File: src/rtl/uart_rx_pkg.sv
// Shared types and constants for the UART receive frame controller.
package uart_rx_pkg;

  // Frame-level states of the receiver.
  typedef enum logic [2:0] {
    IDLE   = 3'd0,
    START  = 3'd1,
    DATA   = 3'd2,
    PARITY = 3'd3,
    STOP   = 3'd4
  } rx_state_e;

  // Supported oversampling ratios; anything else falls back to the default.
  localparam int PRESCALE_8       = 8;
  localparam int PRESCALE_16      = 16;
  localparam int PRESCALE_32      = 32;
  localparam int DEFAULT_PRESCALE = PRESCALE_8;

  // True when the requested oversampling ratio is one the sampler supports.
  function automatic logic legal_prescale(input int value);
    return (value == PRESCALE_8) || (value == PRESCALE_16) || (value == PRESCALE_32);
  endfunction

endpackage

File: src/rtl/uart_edge_bit_counter.sv
// Oversample (edge) counter and payload bit counter for one UART frame.
module uart_edge_bit_counter
  import uart_rx_pkg::*;
#(
  parameter int PRESCALE_W = 6,
  parameter int BIT_CNT_W  = 4
) (
  input  logic                  clk_based_on_prescale,
  input  logic                  asy_reset,
  input  logic                  enable,
  input  logic [PRESCALE_W-1:0] prescale_q,
  input  logic                  count_bits,
  input  logic                  clear,
  output logic [PRESCALE_W-1:0] edge_cnt,
  output logic [BIT_CNT_W-1:0]  bit_cnt,
  output logic                  bit_end
);

  // Last oversample of the current bit; only meaningful while a frame is active.
  assign bit_end = enable && (edge_cnt == (prescale_q - PRESCALE_W'(1)));

  // Edge counter: held at zero when idle, wraps at the end of each bit.
  always_ff @(posedge clk_based_on_prescale or negedge asy_reset) begin
    // NOTE: sequential state uses non-blocking assignments so every register
    // samples pre-edge values regardless of block ordering.
    if (!asy_reset) begin
      edge_cnt <= '0;
    end else if (!enable || bit_end) begin
      edge_cnt <= '0;
    end else begin
      edge_cnt <= edge_cnt + PRESCALE_W'(1);
    end
  end

  // Bit counter: advances once per payload bit, clear has priority.
  always_ff @(posedge clk_based_on_prescale or negedge asy_reset) begin
    if (!asy_reset) begin
      bit_cnt <= '0;
    end else if (clear) begin
      bit_cnt <= '0;
    end else if (count_bits && bit_end) begin
      bit_cnt <= bit_cnt + BIT_CNT_W'(1);
    end
  end

endmodule

File: src/rtl/uart_rx_fsm.sv
// UART receive frame controller: sequences start/data/parity/stop bits,
// enables the bit-level checkers and reports the frame verdict as pulses.
module uart_rx_fsm
  import uart_rx_pkg::*;
#(
  parameter int DATA_WIDTH = 8,
  parameter int PRESCALE_W = 6,
  parameter int BIT_CNT_W  = 4
) (
  input  logic                  clk_based_on_prescale,
  input  logic                  asy_reset,
  input  logic                  rx_in,
  input  logic                  par_en,
  input  logic [PRESCALE_W-1:0] prescale,
  input  logic                  sampled_data_valid,
  input  logic                  start_glitch,
  input  logic                  parity_error,
  input  logic                  stop_error,
  output logic                  data_sample_enable,
  output logic                  start_check_enable,
  output logic                  deserializer_enable,
  output logic                  parity_check_enable,
  output logic                  stop_check_enable,
  output logic [PRESCALE_W-1:0] edge_cnt,
  output logic [BIT_CNT_W-1:0]  bit_cnt,
  output logic                  data_valid,
  output logic                  par_err,
  output logic                  stp_err
);

  rx_state_e             state, next_state;
  logic [PRESCALE_W-1:0] prescale_q, prescale_load;
  logic                  load_prescale;
  logic                  bit_end, leaving_data;
  logic                  verdict, verdict_ok, err_q, err_now, late_q;
  logic                  par_fail_q, par_fail_d;
  logic                  data_valid_d, par_err_d, stp_err_d;

  // Enables are a pure decode of the current state.
  assign data_sample_enable  = (state != IDLE);
  assign start_check_enable  = (state == START);
  assign deserializer_enable = (state == DATA);
  assign parity_check_enable = (state == PARITY);
  assign stop_check_enable   = (state == STOP);

  uart_edge_bit_counter #(
    .PRESCALE_W (PRESCALE_W),
    .BIT_CNT_W  (BIT_CNT_W)
  ) u_counter (
    .clk_based_on_prescale (clk_based_on_prescale),
    .asy_reset             (asy_reset),
    .enable                (state != IDLE),
    .prescale_q            (prescale_q),
    .count_bits            (state == DATA),
    .clear                 ((state != DATA) || leaving_data),
    .edge_cnt              (edge_cnt),
    .bit_cnt               (bit_cnt),
    .bit_end               (bit_end)
  );

  // Unsupported ratios fall back to the default so a frame always has a sane bit length.
  always_comb begin
    // NOTE: every combinational output gets a default first so no path leaves
    // it unassigned and no latch is inferred.
    prescale_load = PRESCALE_W'(DEFAULT_PRESCALE);
    if (legal_prescale(int'(prescale))) prescale_load = prescale;
  end

  // Pick the verdict of the checker that owns the current bit; a verdict from
  // a sample taken on the final oversample of a bit belongs to no bit and is dropped.
  always_comb begin
    verdict = 1'b0;
    case (state)
      START:   verdict = start_glitch;
      PARITY:  verdict = parity_error;
      STOP:    verdict = stop_error;
      default: verdict = 1'b0;
    endcase
    verdict_ok = verdict && !late_q;
    err_now    = err_q || verdict_ok;
  end

  // Next-state and frame-verdict logic.
  always_comb begin
    next_state    = state;
    load_prescale = 1'b0;
    leaving_data  = 1'b0;
    par_fail_d    = par_fail_q;
    data_valid_d  = 1'b0;
    par_err_d     = 1'b0;
    stp_err_d     = 1'b0;
    case (state)
      IDLE: begin
        if (!rx_in) begin
          next_state    = START;
          load_prescale = 1'b1;
        end
      end
      START: begin
        if (bit_end) next_state = err_now ? IDLE : DATA;
      end
      DATA: begin
        if (bit_end && (bit_cnt == BIT_CNT_W'(DATA_WIDTH - 1))) begin
          leaving_data = 1'b1;
          next_state   = par_en ? PARITY : STOP;
        end
      end
      PARITY: begin
        if (bit_end) begin
          next_state = STOP;
          if (err_now) begin
            par_err_d  = 1'b1;
            par_fail_d = 1'b1;
          end
        end
      end
      STOP: begin
        if (bit_end) begin
          if (err_now)          stp_err_d    = 1'b1;
          else if (!par_fail_q) data_valid_d = 1'b1;
          par_fail_d = 1'b0;
          // A low line at the stop boundary is already the next start bit.
          if (!rx_in) begin
            next_state    = START;
            load_prescale = 1'b1;
          end else begin
            next_state = IDLE;
          end
        end
      end
      default: next_state = IDLE;
    endcase
  end

  // State, prescale capture, checker flags and registered verdict pulses.
  always_ff @(posedge clk_based_on_prescale or negedge asy_reset) begin
    if (!asy_reset) begin
      state      <= IDLE;
      prescale_q <= '0;
      err_q      <= 1'b0;
      late_q     <= 1'b0;
      par_fail_q <= 1'b0;
      data_valid <= 1'b0;
      par_err    <= 1'b0;
      stp_err    <= 1'b0;
    end else begin
      state      <= next_state;
      late_q     <= sampled_data_valid && bit_end;
      par_fail_q <= par_fail_d;
      data_valid <= data_valid_d;
      par_err    <= par_err_d;
      stp_err    <= stp_err_d;
      if (load_prescale) prescale_q <= prescale_load;
      if (bit_end)         err_q <= 1'b0;
      else if (verdict_ok) err_q <= 1'b1;
    end
  end

endmodule

File: config.mk
export PLATFORM = sky130hd
export DESIGN_NAME = uart_rx_fsm
export DESIGN_NICKNAME = d
export VERILOG_FILES = /design/src/rtl/uart_rx_pkg.sv /design/src/rtl/uart_edge_bit_counter.sv /design/src/rtl/uart_rx_fsm.sv
export SDC_FILE = /design/constraint.sdc
export NUM_CORES = 1
export LEC_CHECK = 0
export ABC_AREA = 0
export CORE_MARGIN = 4
export CORE_UTILIZATION = 49
export DETAILED_ROUTE_END_ITERATION = 8
export PLACE_DENSITY_LB_ADDON = 0.25
export SYNTH_ARGS = -nofsm -noshare
export SYNTH_HDL_FRONTEND = slang
export SYNTH_HIERARCHICAL = 1
export SYNTH_SLANG_ARGS = --single-unit
File: constraint.sdc
create_clock -name clk_based_on_prescale -period 2.9 [get_ports clk_based_on_prescale]
set_input_delay 0.29 -clock clk_based_on_prescale [delete_from_list [all_inputs] [get_ports clk_based_on_prescale]]
set_output_delay 0.29 -clock clk_based_on_prescale [all_outputs]
set_load 0.05 [all_outputs]
; Yosys cells after proc, flatten, opt, wreduce, memory -nomap -nowiden
; Cells that the tools add are included.
; Widths: inputs -> output; s select.
[classes]
n_addsub = 3
n_eq_ne = 16
muxes = 33
reduce_logical = 19
[op_table]
columns = operator, count
row1 = $mux 1, 18
row2 = $mux 3, 6
row3 = $pmux 3 s5, 1
row4 = $eq 6x6->1 const B, 2
row5 = $mux 6, 2
row6 = $mux 4, 2
row7 = $ne 2x1->1 const B, 4
row8 = $add 6x1->6 const B, 1
row9 = $eq 3x2->1 const B, 2
row10 = $eq 6x5->1 const B, 1
row11 = $eq 6x6->1, 1
row12 = $reduce_bool 2->1, 3
row13 = $sub 6x1->6 const B, 1
row14 = $logic_and 1x1->1, 5
row15 = $logic_or 1x1->1, 5
row16 = $reduce_and 5->1, 1
row17 = $add 4x1->4 const B, 1
row18 = $eq 4x3->1 const B, 1
row19 = $ne 2x2->1 const B, 2
row20 = $pmux 1 s2, 2
row21 = $reduce_and 4->1, 1
row22 = $eq 3x1->1 const B, 1
row23 = $eq 3x3->1 const B, 1
row24 = $logic_not 3->1, 1
row25 = other kinds (5), 6
[totals]
register_bits = 25
inputBits = 14
out_inout_bits = 18
elab_cells = 81

; Longest topological paths before layout
; Gate-level depths: netlist of run 1.
[depth]
word_depth = 8
depth_mapped = 11
mapped_depth_nobuf = 10

; Modules after synthesis
; The synthesis of run 1 kept the hierarchy.
[by_module_without_submodules]
columns = mod, n_inst, cells_each, area_each_um2, seq_area_each_um2
row1 = uart_rx_fsm, 1, 67, 743.2, 375.4
row2 = uart_edge_bit_counter, 1, 72, 640.6, 250.2

; Worst setup path before layout of run 1
; Ideal clock, no wire load.
[synth_timing]
path_type = reg2reg
startpoint = reg prescale_q[0]
endpoint = reg prescale_q[4]
setup_time_ps = 125
arrival_time_ps = 2569
required_time_ps = 2775
path_slack_ps = 207
path_stages_with_launch = 11
path_buffers = 1
period_less_slack_ps = 2693
path_cell_list = dfrtp_1 > inv_1 > ha_1 > nor2b_1 > or3_1 > a31o_2 > nor3_1 > buf_6 > inv_2 > a2111oi_4 > mux2_2
[synth_between]
elab_chain_cells = 5
[synth_lines]
columns = element, line
row1 = "start, declared", uart_rx_fsm.sv:32  ; logic [PRESCALE_W-1:0] prescale_q, prescale_load;
row2 = "start signal, assigned", uart_rx_fsm.sv:153  ; if (load_prescale) prescale_q <= prescale_load;
row3 = $sub 6x1->6, uart_edge_bit_counter.sv:20  ; assign bit_end = enable && (edge_cnt == (prescale_q - PRESCALE_W'(1)));
row4 = $eq 6x6->1, uart_edge_bit_counter.sv:20
row5 = $logic_and 1x1->1, uart_edge_bit_counter.sv:20
row6 = net bit_end, uart_rx_fsm.sv:34  ; logic bit_end, leaving_data;
row7 = $mux 1, uart_rx_fsm.sv:118  ; if (bit_end) begin
row8 = $pmux 1 s2, uart_rx_fsm.sv:92  ; case (state)
; The timed path passes the listed nets, and every way through them passes these cells.
; A chain may end at the register's enable or synchronous reset.

; Worst setup path in the final report of run 1
[layout_timing]
startpoint = reg prescale_q[1]
endpoint = reg prescale_q[5]
; Same word-level chain as after synthesis.

==> impl_summary.txt, run 1 <==
----------------------------------------------------
[Critical path]
  Worst Path Max Fanout ... 9
  Nature of the critical path endpoint ... flip-flop
  Worst-path cell chain ... inv_1 -> ha_1 -> nor2b_1 -> or3_1 -> a31o_2 -> nor3_1 -> buf_4 -> inv_2 -> a2111oi_4 -> mux2_2
  Highest cell delay on the worst timing path ... 410 ps
  Delay-heaviest family, CP ... simple AND/OR/NAND/NOR gates
  Classification of the worst setup path ... flip-flop to flip-flop
  Category of the worst setup path launch point ... flip-flop
  Depth of the worst register-to-register path ... 10
  Worst flop-to-flop path endpoint ... prescale_q[5]
  Arr. time, crit path ... 3020 ps
  Critical path required time ... 3120 ps
  Crit-path slowest cell ... dfrtp_1
  Startpoint of the lowest-slack register-to-register path ... prescale_q[1]
  Worst-case register-to-register setup slack ... 100 ps
  Buffers & Inverters on Critical Path ... 3

[Timing]
  Final setup skew ... 6.46 ps
  Final worst slack ... 98.6 ps
  Final-layout setup total negative slack ... 0 ps
  Fin crit share ... 96.6%
  Slew HR ... 66.1%
  Time the final worst path needs with I/O delays and setup ... 2800 ps
  Tightest Pin Transition ... 505 ps
  Pins over their slew limit ... 0
  RSZ-0062 raised after global routing ... no
  Number of failing setup endpoints in the final timing report ... 0
  Maximum clock frequency ... 0.357 GHz
  Hold Violations, Final ... 0

[Clocking]
  Max H-tree Level ... 1
  Clock latency at the later pin of the worst-skew pair ... 320 ps
  Clock tree buffer depth ... 2
  Clock tree from TritonCTS ... done
  TritonCTS buffer count ... 3
  Clock net sink count ... 25
  Post-CTS sizing ... 0
  Clock-pin slew of the registers on the worst-case setup and hold paths ... 140 ps
  # hold bufs at CTS ... 0
  Setup fix buffers added after clock tree synthesis ... 0
  Root buffer selected by CTS ... clkbuf_4

[Placed design]
  # port buffers ... 31
  HPWL after detailed placement ... 2.31 mm
  Worst setup slack after placement ... 162 ps
  Weighted congestion reported at the end of routability-driven placement ... 0.802

[Route]
  Via count ... 1129
  DR vias/cell ... 5.48
  Final wirelength ... 3.08 mm
  Iteration count of the initial detailed-routing pass ... 4
  First-iteration detailed-routing DRC count ... 74
  Number of nets with antenna violations after routing ... 0
  Post-route DRC ... 0
  Routed length per instance ... 15.0 um

[Cells and area]
  Share of post-route cells with drive strength above 1 ... 10.9%
  Antenna cells ... 0
  Number of nets at the end of the flow ... 193
  Area delta synth->final ... 27.6%
  Number of filler instances in the final layout ... 218

[Global routing]
  Met3 GRT Util ... 3.14%
  Met1 track utilization from global routing ... 22.4%
  Met2 routing resource usage after global routing ... 32.5%
  Leftover overflow at the end of global routing ... 0
  Overall track demand over capacity in global routing ... 18.4%
  Grt peak-use layer ... met2
  Vias in the first global route ... 1205
  Antenna violations before repair ... 0
  Pin count of the biggest net entering global routing ... 26
  Wire length of the first global-routing pass ... 5.17 mm

[Die]
  Die extent in x ... 61.1 um
  Placeable core region ... 2730 um2
  Number of placement rows ... 19
  Starting density of the core ... 50.6%
  Die Y-Extent ... 61.1 um
  Top-Level Pins ... 32
  DIE AREA ... 3740 um2

[Synth]
  Nets in the synthesized netlist ... 156
  Average cell area after synthesis ... 9.96 um2
  Share of synthesized area occupied by flip-flops and latches ... 45.2%
  Number of instances in the synthesized netlist ... 139
  Unique cell type count in the Yosys netlist ... 40
  Syn Std Cell Area ... 1380 um2
  Synth Register Bits ... 25
  Synthesis Warnings ... 6

[Outcome]
  Result of the run ... finished, final reports clean

[Pwr]
  Sum of internal, switching and leakage power ... 1.30 mW
  Standby leakage power ... 0.724 nW
  P per Cell Area ... 734 nW/um2
  Maximum VDD drop ... 0.570 mV

[Hold path]
  HP Class ... primary input to asynchronous set/reset pin

[Run]
  Max-capacitance violation count ... 0

----------------------------------------------------
==> area by class of cell <==
cell class	instances	area, um2	area share [%]
multi-input cells	101	692	39.2
repair buffers	36	348	19.7
inverters	9	33.8	1.91
clock buffers	3	22.5	1.28
clock inverters	1	5.00	0.283
well taps	31	38.8	2.20
flip-flops and latches	25	626	35.4
==> through the flow <==
stage | hold WS (ps) | utilization (%) | area (um2) | std cells
6_report | 313 | 64.6 | 1770 | 206
5_1_grt | 328 | 64.6 | 1770 | 206
4_1_cts | 321 | 64.6 | 1770 | 206
3_5_place_dp | 464 | 63.6 | 1740 | 202
3_3_place_gp | 435 | 63.6 | 1740 | 202
2_1_floorplan | -5.59 | - | 1380 | 139
==> cells in the final DEF, fill, tap and decap left out, drive strengths merged, types with 5 or more instances in the layout <==
| cell | n |
|---|---|
| o21ai | 6 |
| xnor2 | 7 |
| buf | 5 |
| a21oi | 7 |
| clkdlybuf4s50 | 31 |
| or4 | 5 |
| nor2 | 17 |
| inv | 9 |
| dfrtp | 25 |
| nand2 | 5 |
==> cells by family after synthesis <==
family          count (synthesis)  synth area share [%]
compound gates                 23                  12.4
simple gates                   60                  24.8
xor+xnor                       11                  6.96
buf+inv                        13                  4.79
flops                          25                  45.2
fa+ha+maj                       3                  2.71
mux                             4                  3.16
==> cell usage after synthesis, drive strengths merged <==
library cell  number  area share (%)
o2bb2ai            1            0.63
nor3b              3             2.0
o21ai              6             2.4
a21oi              7             2.5
a31o               1            0.63
a31oi              1            0.45
mux2i              1            0.72
buf                2             1.6
or4                5             3.0
o22ai              1            0.45
nor3               4             1.4
and2b              3             1.6
nor2b              4             1.8
nand3b             2             1.1
a2111oi            1             2.0
nand4              2            0.90
a32o               1            0.72
nor4b              1            0.63
dfrtp             25              45
a211o              1            0.63
nor2              17             4.6
xor2               4             2.5
nand3              4             1.4
nand2b             3             1.4
xnor2              7             4.4
and3b              2             1.3
inv                9             2.4
nand2              5             1.4
and2               1            0.45
ha                 3             2.7
o31ai              2             1.1
mux2               3             2.4
a311o              1            0.81
clkbuf             2            0.72
or3                4             1.8
==> state kept, by name, indices dropped and copies added (netlist names) <==
signal / count
prescale_q: 6
data_valid: 1
late_q: 1
stp_err: 1
par_err: 1
u_counter/edge_cnt: 6
err_q: 1
state: 3
par_fail_q: 1
u_counter/bit_cnt: 4
==> power by group <==
group          internal [mW]  switching, mW
combinational          0.242          0.394
sequential             0.407         0.0993
clock                 0.0516          0.102
total                  0.701          0.595
==> worst max path at each step <==
stage | start | to | slack, ps | depth (start not counted)
6_report | prescale_q[1] | prescale_q[5] | 100 | 10
2_1_floorplan | prescale_q[0] | prescale_q[4] | 210 | 10
3_5_place_dp | prescale_q[1] | prescale_q[5] | 160 | 10
3_3_place_gp | prescale_q[1] | prescale_q[4] | 260 | 10
4_1_cts | prescale_q[1] | prescale_q[5] | 150 | 10
5_1_grt | prescale_q[1] | prescale_q[1] | 4 | 11
==> layer usage <==
layer	part of all wire, %	wire (um)
met1	42	1300
met2	52	1600
met3	5.3	163
met4	0.55	17
met5	0	0
No activity file was read; power rests on OpenSTA's default activity.
==> run 2, diff against run 1 <==
--- a/config.mk
+++ b/config.mk
@@ -7,8 +7,9 @@
 export LEC_CHECK = 0
 export ABC_AREA = 0
 export CORE_MARGIN = 4
-export CORE_UTILIZATION = 49
+export CORE_UTILIZATION = 31
 export DETAILED_ROUTE_END_ITERATION = 8
+export GPL_ROUTABILITY_DRIVEN = 1
 export PLACE_DENSITY_LB_ADDON = 0.25
 export SYNTH_ARGS = -nofsm -noshare
 export SYNTH_HDL_FRONTEND = slang
==> run 2 against run 1 <==
Effect of this change: sequential share of layout area down 1.6 points; power up 5.2%; cell area up 4.6%; die area up 50%; setup slack better by 60 ps; sequential power about the same; count of clock-buffer cells in the layout unchanged; clock power up 35%; sequential cell count unchanged; critical endpoint is now prescale_q[4]; hold slack better by 82 ps; clock skew down 4.9 ps; utilization down 22 points.
==> impl_summary.txt, run 2 (same netlist as run 1, synthesis figures left out) <==
----------------------------------------------------
[Critical path]
  Depth of the worst register-to-register path ... 10 (unchanged)
  Worst Path Max Fanout ... 9 (unchanged)
  Nature of the critical path endpoint ... flip-flop (unchanged)
  Classification of the worst setup path ... flip-flop to flip-flop (unchanged)
  Arr. time, crit path ... 2900 ps (was 3020 ps)
  Startpoint of the lowest-slack register-to-register path ... prescale_q[1] (unchanged)
  Worst flop-to-flop path endpoint ... prescale_q[4] (was prescale_q[5])
  Critical path required time ... 3060 ps (was 3120 ps)
  Category of the worst setup path launch point ... flip-flop (unchanged)
  Worst-case register-to-register setup slack ... 160 ps (was 100 ps)

[Placed design]
  Placed inst area ... 1760 um2 (was 1740 um2)
  # port buffers ... 31 (unchanged)
  HPWL after detailed placement ... 2.32 mm (was 2.31 mm)
  Worst setup slack after placement ... 2.55 ps (was 162 ps)
  Placed Cells incl. Taps ... 222 (was 202)
  Weighted congestion reported at the end of routability-driven placement ... 0.793 (was 0.802)

[Pwr]
  Sum of internal, switching and leakage power ... 1.36 mW (was 1.30 mW)
  Maximum VDD drop ... 0.506 mV (was 0.570 mV)
  P per Cell Area ... 738 nW/um2 (was 734 nW/um2)
  Standby leakage power ... 0.747 nW (was 0.724 nW)

[Timing]
  Final setup skew ... 1.58 ps (was 6.46 ps)
  Fin crit share ... 94.5% (was 96.6%)
  RSZ-0062 raised after global routing ... no (unchanged)
  Final-layout setup total negative slack ... 0 ps (unchanged)
  Tightest Pin Transition ... 507 ps (was 505 ps)
  Pins over their slew limit ... 0 (unchanged)
  Smallest hold slack ... 395 ps (was 313 ps)
  Maximum clock frequency ... 0.365 GHz (was 0.357 GHz)
  Slew HR ... 66.1% (about the same)
  Time the final worst path needs with I/O delays and setup ... 2740 ps (was 2800 ps)
  Hold Violations, Final ... 0 (unchanged)
  Final worst slack ... 158 ps (was 98.6 ps)
  Number of failing setup endpoints in the final timing report ... 0 (unchanged)

[Cells and area]
  Registers with the most flip-flops ... prescale_q (6), u_counter/edge_cnt (6), u_counter/bit_cnt (4) (unchanged)
  Area delta synth->final ... 33.5% (was 27.6%)
  Most used cells in the layout excluding fill and tap cells ... clkdlybuf4s50_1, dfrtp_1, nor2_1 (unchanged)
  Share of post-route cells with drive strength above 1 ... 12.9% (was 10.9%)
  Number of nets at the end of the flow ... 196 (was 193)
  Post-Route Utilization ... 42.7% (was 64.6%)
  Summed area of non-filler cells in the final layout ... 1850 um2 (was 1770 um2)
  Count of placed standard cells in the final layout, fillers left out ... 230 (was 206)
  Antenna cells ... 0 (unchanged)
  Most frequent standard cell in the layout excluding fill and tap cells ... clkdlybuf4s50_1 (unchanged)

[Clocking]
  Clock tree buffer depth ... 2 (unchanged)
  Clock tree from TritonCTS ... done (unchanged)
  TritonCTS buffer count ... 3 (unchanged)
  Clock latency at the later pin of the worst-skew pair ... 260 ps (was 320 ps)
  # hold bufs at CTS ... 0 (unchanged)
  Clock net sink count ... 25 (unchanged)
  Root buffer selected by CTS ... clkbuf_8 (was clkbuf_4)
  Max H-tree Level ... 1 (unchanged)
  Clock-pin slew of the registers on the worst-case setup and hold paths ... 90 ps (was 140 ps)

[Global routing]
  Met2 routing resource usage after global routing ... 19.3% (was 32.5%)
  Pin count of the biggest net entering global routing ... 26 (unchanged)
  Leftover overflow at the end of global routing ... 0 (unchanged)
  Antenna violations before repair ... 0 (unchanged)
  Vias in the first global route ... 1172 (was 1205)
  Grt peak-use layer ... met2 (unchanged)
  Overall track demand over capacity in global routing ... 11.9% (was 18.4%)
  Met1 track utilization from global routing ... 16.1% (was 22.4%)
  Met3 GRT Util ... 2.14% (was 3.14%)
  Wire length of the first global-routing pass ... 5.22 mm (was 5.17 mm)

[Outcome]
  Result of the run ... finished, final reports clean (unchanged)

[Die]
  Starting density of the core ... 32.0% (was 50.6%)
  Top-Level Pins ... 32 (unchanged)
  Die extent in x ... 74.8 um (was 61.1 um)
  Number of placement rows ... 24 (was 19)
  DIE AREA ... 5600 um2 (was 3740 um2)
  Die Y-Extent ... 74.8 um (was 61.1 um)
  Placeable core region ... 4320 um2 (was 2730 um2)

[Route]
  Iteration count of the initial detailed-routing pass ... 4 (unchanged)
  Via count ... 1165 (was 1129)
  First-iteration detailed-routing DRC count ... 54 (was 74)
  Final wirelength ... 3.11 mm (was 3.08 mm)
  Routed length per instance ... 13.5 um (was 15.0 um)
  DR vias/cell ... 5.07 (was 5.48)
  Post-route DRC ... 0 (unchanged)
  Number of nets with antenna violations after routing ... 0 (unchanged)

[Run]
  Max-capacitance violation count ... 0 (unchanged)

[Hold path]
  HP Class ... primary input to asynchronous set/reset pin (unchanged)

----------------------------------------------------
==> run 2: cell count changes in the layout (fill, tap and decap cells not counted), sizes merged <==
cell / previous run / this run
clkinvlp: 0 / 1
clkinv: 1 / 0
buf: 5 / 8
==> run 2: where the power goes <==
part | leakage (nW) | switching, mW | internal, mW | total (mW)
registers | 0.326 | 0.0992 | 0.407 | 0.506
logic | 0.398 | 0.400 | 0.250 | 0.650
clock network | 0.0217 | 0.110 | 0.0972 | 0.208
==> run 2: per-layer routing <==
metal / vias to the layer above / part of all wire (%)
li1: 563 / -
met1: 558 / 45
met2: 42 / 48
met3: 2 / 6.1
met4: 0 / 0.45
met5: - / 0
==> run 2: critical path, cell delays in order, from the launching register on <==
cell,delay (ps)
dfrtp_1,380
inv_1,60
ha_1,210
nor2b_1,140
or3_1,350
a31o_2,310
nor3_4,220
inv_2,80
a2111oi_4,360
buf_4,200
mux2_2,340
==> run 2: repair_timing <==
item,in CTS,in global routing
setup buffers,3,1
endpoints found under the setup margin,2,7
pin swaps,1,0
resized for setup,0,2
cloned,0,0
==> run 2: worst max-delay path by stage <==
| stage | start | endpoint | slack, ps |
|---|---|---|---|
| floorplan | prescale_q[0] | prescale_q[4] | 210 |
| global placement | prescale_q[1] | prescale_q[4] | 100 |
| detailed placement | prescale_q[1] | prescale_q[4] | 3 |
| CTS | prescale_q[1] | prescale_q[4] | 0.4 |
| global route | prescale_q[1] | prescale_q[4] | 20 |
| finish | prescale_q[1] | prescale_q[4] | 160 |
==> run 2: final cells by class <==
type                    count  area, um2
flip-flops and latches     25        626
multi-input cells         101        703
inverters                   9       33.8
clock inverters             1       7.51
repair buffers             39        370
well taps                  52       65.1
clock buffers               3       41.3
fillers                   417       2480
==> run 3, diff against run 2 <==
--- a/config.mk
+++ b/config.mk
@@ -7,7 +7,7 @@
 export LEC_CHECK = 0
 export ABC_AREA = 0
 export CORE_MARGIN = 4
-export CORE_UTILIZATION = 31
+export CORE_UTILIZATION = 42
 export DETAILED_ROUTE_END_ITERATION = 8
 export GPL_ROUTABILITY_DRIVEN = 1
 export PLACE_DENSITY_LB_ADDON = 0.25
==> run 3 against run 2 <==
Effect of this change: count of clock-buffer cells in the layout stayed put; global-route usage is 4.0 points higher; non-clock buffer count is 3 lower; critical path depth stayed put; first-iteration DRC count is 9.3% lower; critical endpoint is now u_counter/bit_cnt[3]; largest cell class unchanged.
==> impl_summary.txt, run 3 (same netlist as run 1, synthesis figures left out) <==
----------------------------------------------------
[Outcome]
  Result of the run ... finished, final reports clean (unchanged)

[Timing]
  Pins over their slew limit ... 0 (unchanged)
  Maximum clock frequency ... 0.368 GHz (was 0.365 GHz)
  Final setup skew ... 4.84 ps (was 1.58 ps)
  Fin crit share ... 93.7% (was 94.5%)
  Final worst slack ... 184 ps (was 158 ps)
  Slew HR ... 66.8% (was 66.1%)
  Final-layout setup total negative slack ... 0 ps (unchanged)
  Hold Violations, Final ... 0 (unchanged)
  Number of failing setup endpoints in the final timing report ... 0 (unchanged)
  Time the final worst path needs with I/O delays and setup ... 2720 ps (was 2740 ps)
  Tightest Pin Transition ... 496 ps (was 507 ps)
  RSZ-0062 raised after global routing ... no (unchanged)

[Pwr]
  Sum of internal, switching and leakage power ... 1.30 mW (was 1.36 mW)
  Switching part of the total ... 46.1% (was 44.7%)
  Internal portion of total power ... 0.700 mW (was 0.754 mW)
  P per Cell Area ... 728 nW/um2 (was 738 nW/um2)
  Sequential cell fraction of total power ... 39.0% (was 37.1%)
  Maximum VDD drop ... 0.559 mV (was 0.506 mV)
  Standby leakage power ... 0.725 nW (was 0.747 nW)
  Part of the power in the clock network ... 12.3% (was 15.2%)
  Power spent charging and discharging nets ... 0.600 mW (was 0.610 mW)
  Relative contribution of combinational cells to total power ... 48.6% (was 47.7%)

[Cells and area]
  Number of nets at the end of the flow ... 193 (was 196)
  Share of post-route cells with drive strength above 1 ... 11.4% (was 12.9%)
  Most used cells in the layout excluding fill and tap cells ... clkdlybuf4s50_1, dfrtp_1, nor2_1 (unchanged)
  Most frequent standard cell in the layout excluding fill and tap cells ... clkdlybuf4s50_1 (unchanged)
  Antenna cells ... 0 (unchanged)
  Area delta synth->final ... 29.1% (was 33.5%)
  Registers with the most flip-flops ... prescale_q (6), u_counter/edge_cnt (6), u_counter/bit_cnt (4) (unchanged)
  Number of filler instances in the final layout ... 307 (was 417)

[Placed design]
  Weighted congestion reported at the end of routability-driven placement ... 0.774 (was 0.793)
  Worst setup slack after placement ... 86.7 ps (was 2.55 ps)
  HPWL after detailed placement ... 2.35 mm (was 2.32 mm)
  # port buffers ... 31 (unchanged)

[Global routing]
  Vias in the first global route ... 1206 (was 1172)
  Grt peak-use layer ... met2 (unchanged)
  Met3 GRT Util ... 2.91% (was 2.14%)
  Wire length of the first global-routing pass ... 5.27 mm (was 5.22 mm)
  Met1 track utilization from global routing ... 19.5% (was 16.1%)
  Pin count of the biggest net entering global routing ... 26 (unchanged)
  Leftover overflow at the end of global routing ... 0 (unchanged)
  Met2 routing resource usage after global routing ... 27.7% (was 19.3%)
  Overall track demand over capacity in global routing ... 15.9% (was 11.9%)
  Antenna violations before repair ... 0 (unchanged)

[Die]
  DIE AREA ... 4280 um2 (was 5600 um2)
  Starting density of the core ... 44.6% (was 32.0%)
  Die Y-Extent ... 65.4 um (was 74.8 um)
  Number of placement rows ... 20 (was 24)
  Placeable core region ... 3100 um2 (was 4320 um2)
  Die extent in x ... 65.4 um (was 74.8 um)
  Top-Level Pins ... 32 (unchanged)

[Critical path]
  Nature of the critical path endpoint ... flip-flop (unchanged)
  Arr. time, crit path ... 2950 ps (was 2900 ps)
  Worst Path Max Fanout ... 9 (unchanged)
  Category of the worst setup path launch point ... flip-flop (unchanged)
  Classification of the worst setup path ... flip-flop to flip-flop (unchanged)
  Critical path required time ... 3130 ps (was 3060 ps)

[Route]
  First-iteration detailed-routing DRC count ... 49 (was 54)
  Post-route DRC ... 0 (unchanged)
  Number of nets with antenna violations after routing ... 0 (unchanged)
  Routed length per instance ... 13.9 um (was 13.5 um)
  Iteration count of the initial detailed-routing pass ... 4 (unchanged)
  DR vias/cell ... 5.35 (was 5.07)
  Via count ... 1171 (was 1165)
  Final wirelength ... 3.05 mm (was 3.11 mm)

[Clocking]
  TritonCTS buffer count ... 3 (unchanged)
  Setup fix buffers added after clock tree synthesis ... 0 (was 3)
  Max H-tree Level ... 1 (unchanged)
  Root buffer selected by CTS ... clkbuf_4 (was clkbuf_8)
  Clock net sink count ... 25 (unchanged)
  # hold bufs at CTS ... 0 (unchanged)
  Clock tree from TritonCTS ... done (unchanged)
  Clock-pin slew of the registers on the worst-case setup and hold paths ... 140 ps (was 90 ps)
  Clock tree buffer depth ... 2 (unchanged)
  Clock latency at the later pin of the worst-skew pair ... 330 ps (was 260 ps)

[Run]
  Max-capacitance violation count ... 0 (unchanged)

[Hold path]
  HP Class ... primary input to asynchronous set/reset pin (unchanged)

----------------------------------------------------
## run 3: cell types whose count changed in the layout (fill, tap and decap cells not counted), sizes merged
cell	before	now
buf	8	5
clkinv	0	1
clkinvlp	1	0
## run 3: per-layer routing
metal / vias up / share of wire, %
li1: 559 / -
met1: 580 / 43
met2: 27 / 52
met3: 5 / 3.5
met4: 0 / 1.6
met5: - / 0
## run 3: worst max-delay path, cell delays in order (launching register included)
cell and delay, ps:
dfrtp_1 410, inv_1 50, ha_1 210, nor2b_1 140, or3_1 350, a31o_2 300, nor3_2 260, nand3_1 160
o21ai_0 360, nor2_1 100, mux2_2 280
## run 3: power groups by stage
stage          Combinational (mW)  Clock, mW  Sequential [mW]
2_1_floorplan               0.378          0            0.563
3_3_place_gp                0.614          0            0.508
3_5_place_dp                0.629          0            0.515
4_1_cts                     0.633      0.165            0.508
5_1_grt                     0.683      0.177            0.524
6_report                    0.632      0.160            0.507
## run 3: final timing paths
path	start	endpoint	slack (ps)	cells past startpoint
setup / recovery	prescale_q[1]	u_counter/bit_cnt[3]	180	10
hold / removal	asy_reset	late_q	300	2
hold reg to reg	par_fail_q	data_valid	460	1
max in group asynchronous	asy_reset	prescale_q[1]	2360	2
min in group clk_based_on_prescale	par_fail_q	data_valid	460	1
setup reg to reg	prescale_q[1]	u_counter/bit_cnt[3]	180	10
## run 3: per-stage QoR
step                hold slack [ps]  utilization [%]  cell area, um2  cells
CTS                             309             57.4            1780    219
floorplan                     -5.59                -            1380    139
finish                          304             57.6            1790    219
global route                    332             57.6            1790    219
detailed placement              444             56.5            1750    215
global placement                434             56.5            1750    215
## run 3: what timing repair did
| action | 4_1_cts | 5_1_grt |
|---|---|---|
| setup endpoints to repair | 0 | 12 |
| endpoints found under the hold margin | 0 | 0 |
| gates resized for setup | 0 | 1 |
## run 3: layout make-up
| class | count | area (um2) | share of cell area, % |
|---|---|---|---|
| clock inverters | 1 | 5.00 | 0.280 |
| multi-input cells | 101 | 697 | 39.0 |
| clock buffers | 3 | 22.5 | 1.26 |
| repair buffers | 36 | 348 | 19.5 |
| flip-flops and latches | 25 | 626 | 35.0 |
| inverters | 9 | 33.8 | 1.89 |
| well taps | 44 | 55.1 | 3.08 |
==> RTL edit, RTL diff (settings of run 3) <==
`BIT_CNT_W` is set to 4 in 2 places; all go to 3.
--- a/src/rtl/uart_edge_bit_counter.sv
+++ b/src/rtl/uart_edge_bit_counter.sv
@@ -3,7 +3,7 @@
   import uart_rx_pkg::*;
 #(
   parameter int PRESCALE_W = 6,
-  parameter int BIT_CNT_W  = 4
+  parameter int BIT_CNT_W  = 3
 ) (
   input  logic                  clk_based_on_prescale,
   input  logic                  asy_reset,
--- a/src/rtl/uart_rx_fsm.sv
+++ b/src/rtl/uart_rx_fsm.sv
@@ -5,7 +5,7 @@
 #(
   parameter int DATA_WIDTH = 8,
   parameter int PRESCALE_W = 6,
-  parameter int BIT_CNT_W  = 4
+  parameter int BIT_CNT_W  = 3
 ) (
   input  logic                  clk_based_on_prescale,
   input  logic                  asy_reset,
Ports: changed (resized bit_cnt); port bits go from 32 to 31. No check against the original RTL was run, so the function may have changed too.
==> RTL edit against run 3 <==
  * Fmax is 1.1% lower
  * Area after synthesis is 3.3% lower
  * First-iteration DRC count increased by 27%
  * Die area is 2.9% lower
  * Design area shrank 0.28%
  * Sequential share of layout area is 1.3 points lower
  * Total power grew 9.7%
  * Sequential cell count decreased by 1
  * Worst setup slack lost 0.031 ns
  * Count of clock-buffer cells in the layout stayed put
  * Routed wire length decreased by 4.6%
  * Critical path type unchanged
  * Largest cell class unchanged
  * Largest power group unchanged
  * Highest routed layer unchanged
==> RTL edit: results <==
synthesis:
  ys.warnings.count: 6
  syn-num-nets: 152
  synth_area_leaders: "dfrtp_1 (45%), xnor2_1 (5.9%), nor2_1 (3.9%), ha_1 (2.8%), nand2b_1 (2.3%)"
  async_reset_ff_share_pct: 100
  synth_flop_cell: "dfrtp_1"
  synth_common_cells: "dfrtp_1 (24), nor2_1 (14), xnor2_1 (9)"
  ys_seq_area_share_pct: 44.9
  yosys.cell_types.count: 44
critical_path:
  crit_slowest_cell: "or4_1"
  reg2reg_slack_ns: 0.15
  worst-path-max-fanout: 5
  max_stage_delay_ns: 0.54
  r2r_end: "prescale_q[4]"
  crit_arrival_ns: 2.97
  path_delay_family: "simple AND/OR/NAND/NOR gates"
  worst_r2r_path_depth: 7
  critPathKind: "register to register"
  r2r-start: "prescale_q[1]"
cts:
  cts-htree-levels: 1
  insertion_delay_ns: 0.32
  root_buffer: "clkbuf_4"
  clk_path_buf_depth: 2
  cts.reportedPaths.clkPinSlew_ns: 0.13
  cts_buffers: 3
global_routing:
  grt_pass1_wl_mm: 5.11
  grt_pass1_vias: 1176
  grt_max_degree: 25
  grt.overflow.total: 0
  grt_util_all_layers_pct: 15.4
detailed_routing:
  via_count: 1121
  routedWlPerCell_um: 13.5
  dr.pass1.iters: 4
  drt_iter0_markers: 62
placed_design:
  dpl-instance-area_um2: 1720
  place_ws_ns: 0.0852
  dp_hpwl_mm: 2.24
  gp_congestion: 0.801
  numPortBuffers: 30
layout:
  layout-drive-gt1-share_pct: 11.0
  reg_top3: "prescale_q: 6 flops, u_counter/edge_cnt: 6 flops"
  antenna_cells: 0
  num-nets-final: 190
  num-fill-cells: 272
worst_hold_path:
  hold_class: "input port to async pin"
pwr:
  vdd_drop_max_v: 0.000404
  p_leak_nw: 0.734
  p_int_mw: 0.808
timing:
  period_minus_slack_ns: 2.75
  skew_ns: 0.00558
  tightest_slew_ns: 0.501
run_status:
  status: "completed"
-- RTL edit: final cells by class --
type                    count  area share (%)
clock buffers               3            1.26
flip-flops and latches     24            33.7
repair buffers             36            19.4
well taps                  44            3.09
clock inverters             1            1.69
inverters                   7            1.47
multi-input cells         101            39.4
-- RTL edit: metal layers --
metal | up-vias | wire length [um] | global-route usage, %
met5 | - | 0 | 0
met4 | 0 | 32 | 4.75
met3 | 4 | 113 | 2.25
met2 | 26 | 1450 | 27.6
met1 | 539 | 1320 | 18.9
li1 | 552 | - | -
-- RTL edit: what timing repair did --
action                                  4_1_cts  5_1_grt
endpoints found under the setup margin        0        6
gates resized for setup                       0        2
setup buffers                                 0        0
-- RTL edit: power by group through the flow --
stage                     logic, mW  registers (mW)  clock network, mW
after CTS                     0.681           0.490              0.246
final                         0.696           0.490              0.241
after floorplan               0.366           0.593                  0
after global placement        0.663           0.493                  0
after detailed placement      0.677           0.497                  0
after global routing          0.751           0.499              0.257
-- RTL edit: kinds of logic (layout without fill, tap and decap cells) --
logic type	after synthesis	after routing	share of synthesized area, %
buffers and inverters	10	47	3.46
and+or+nand+nor	63	63	27.4
DFF	24	24	44.9
adders and majority gates	3	3	2.81
xor gates and xnor gates	11	11	7.20
muxes	5	5	4.02
AOI/OAI and AO/OA	19	19	10.2
-- RTL edit: stage by stage --
stage               power [mW]  cells  utilization [%]  hold WS [ns]
detailed placement        1.17    212             56.3         0.472
floorplan                0.959    135                -      -0.00559
CTS                       1.42    216             58.0         0.314
global route              1.51    216             58.4         0.336
global placement          1.16    212             56.3         0.463
finish                    1.43    216             58.4         0.299
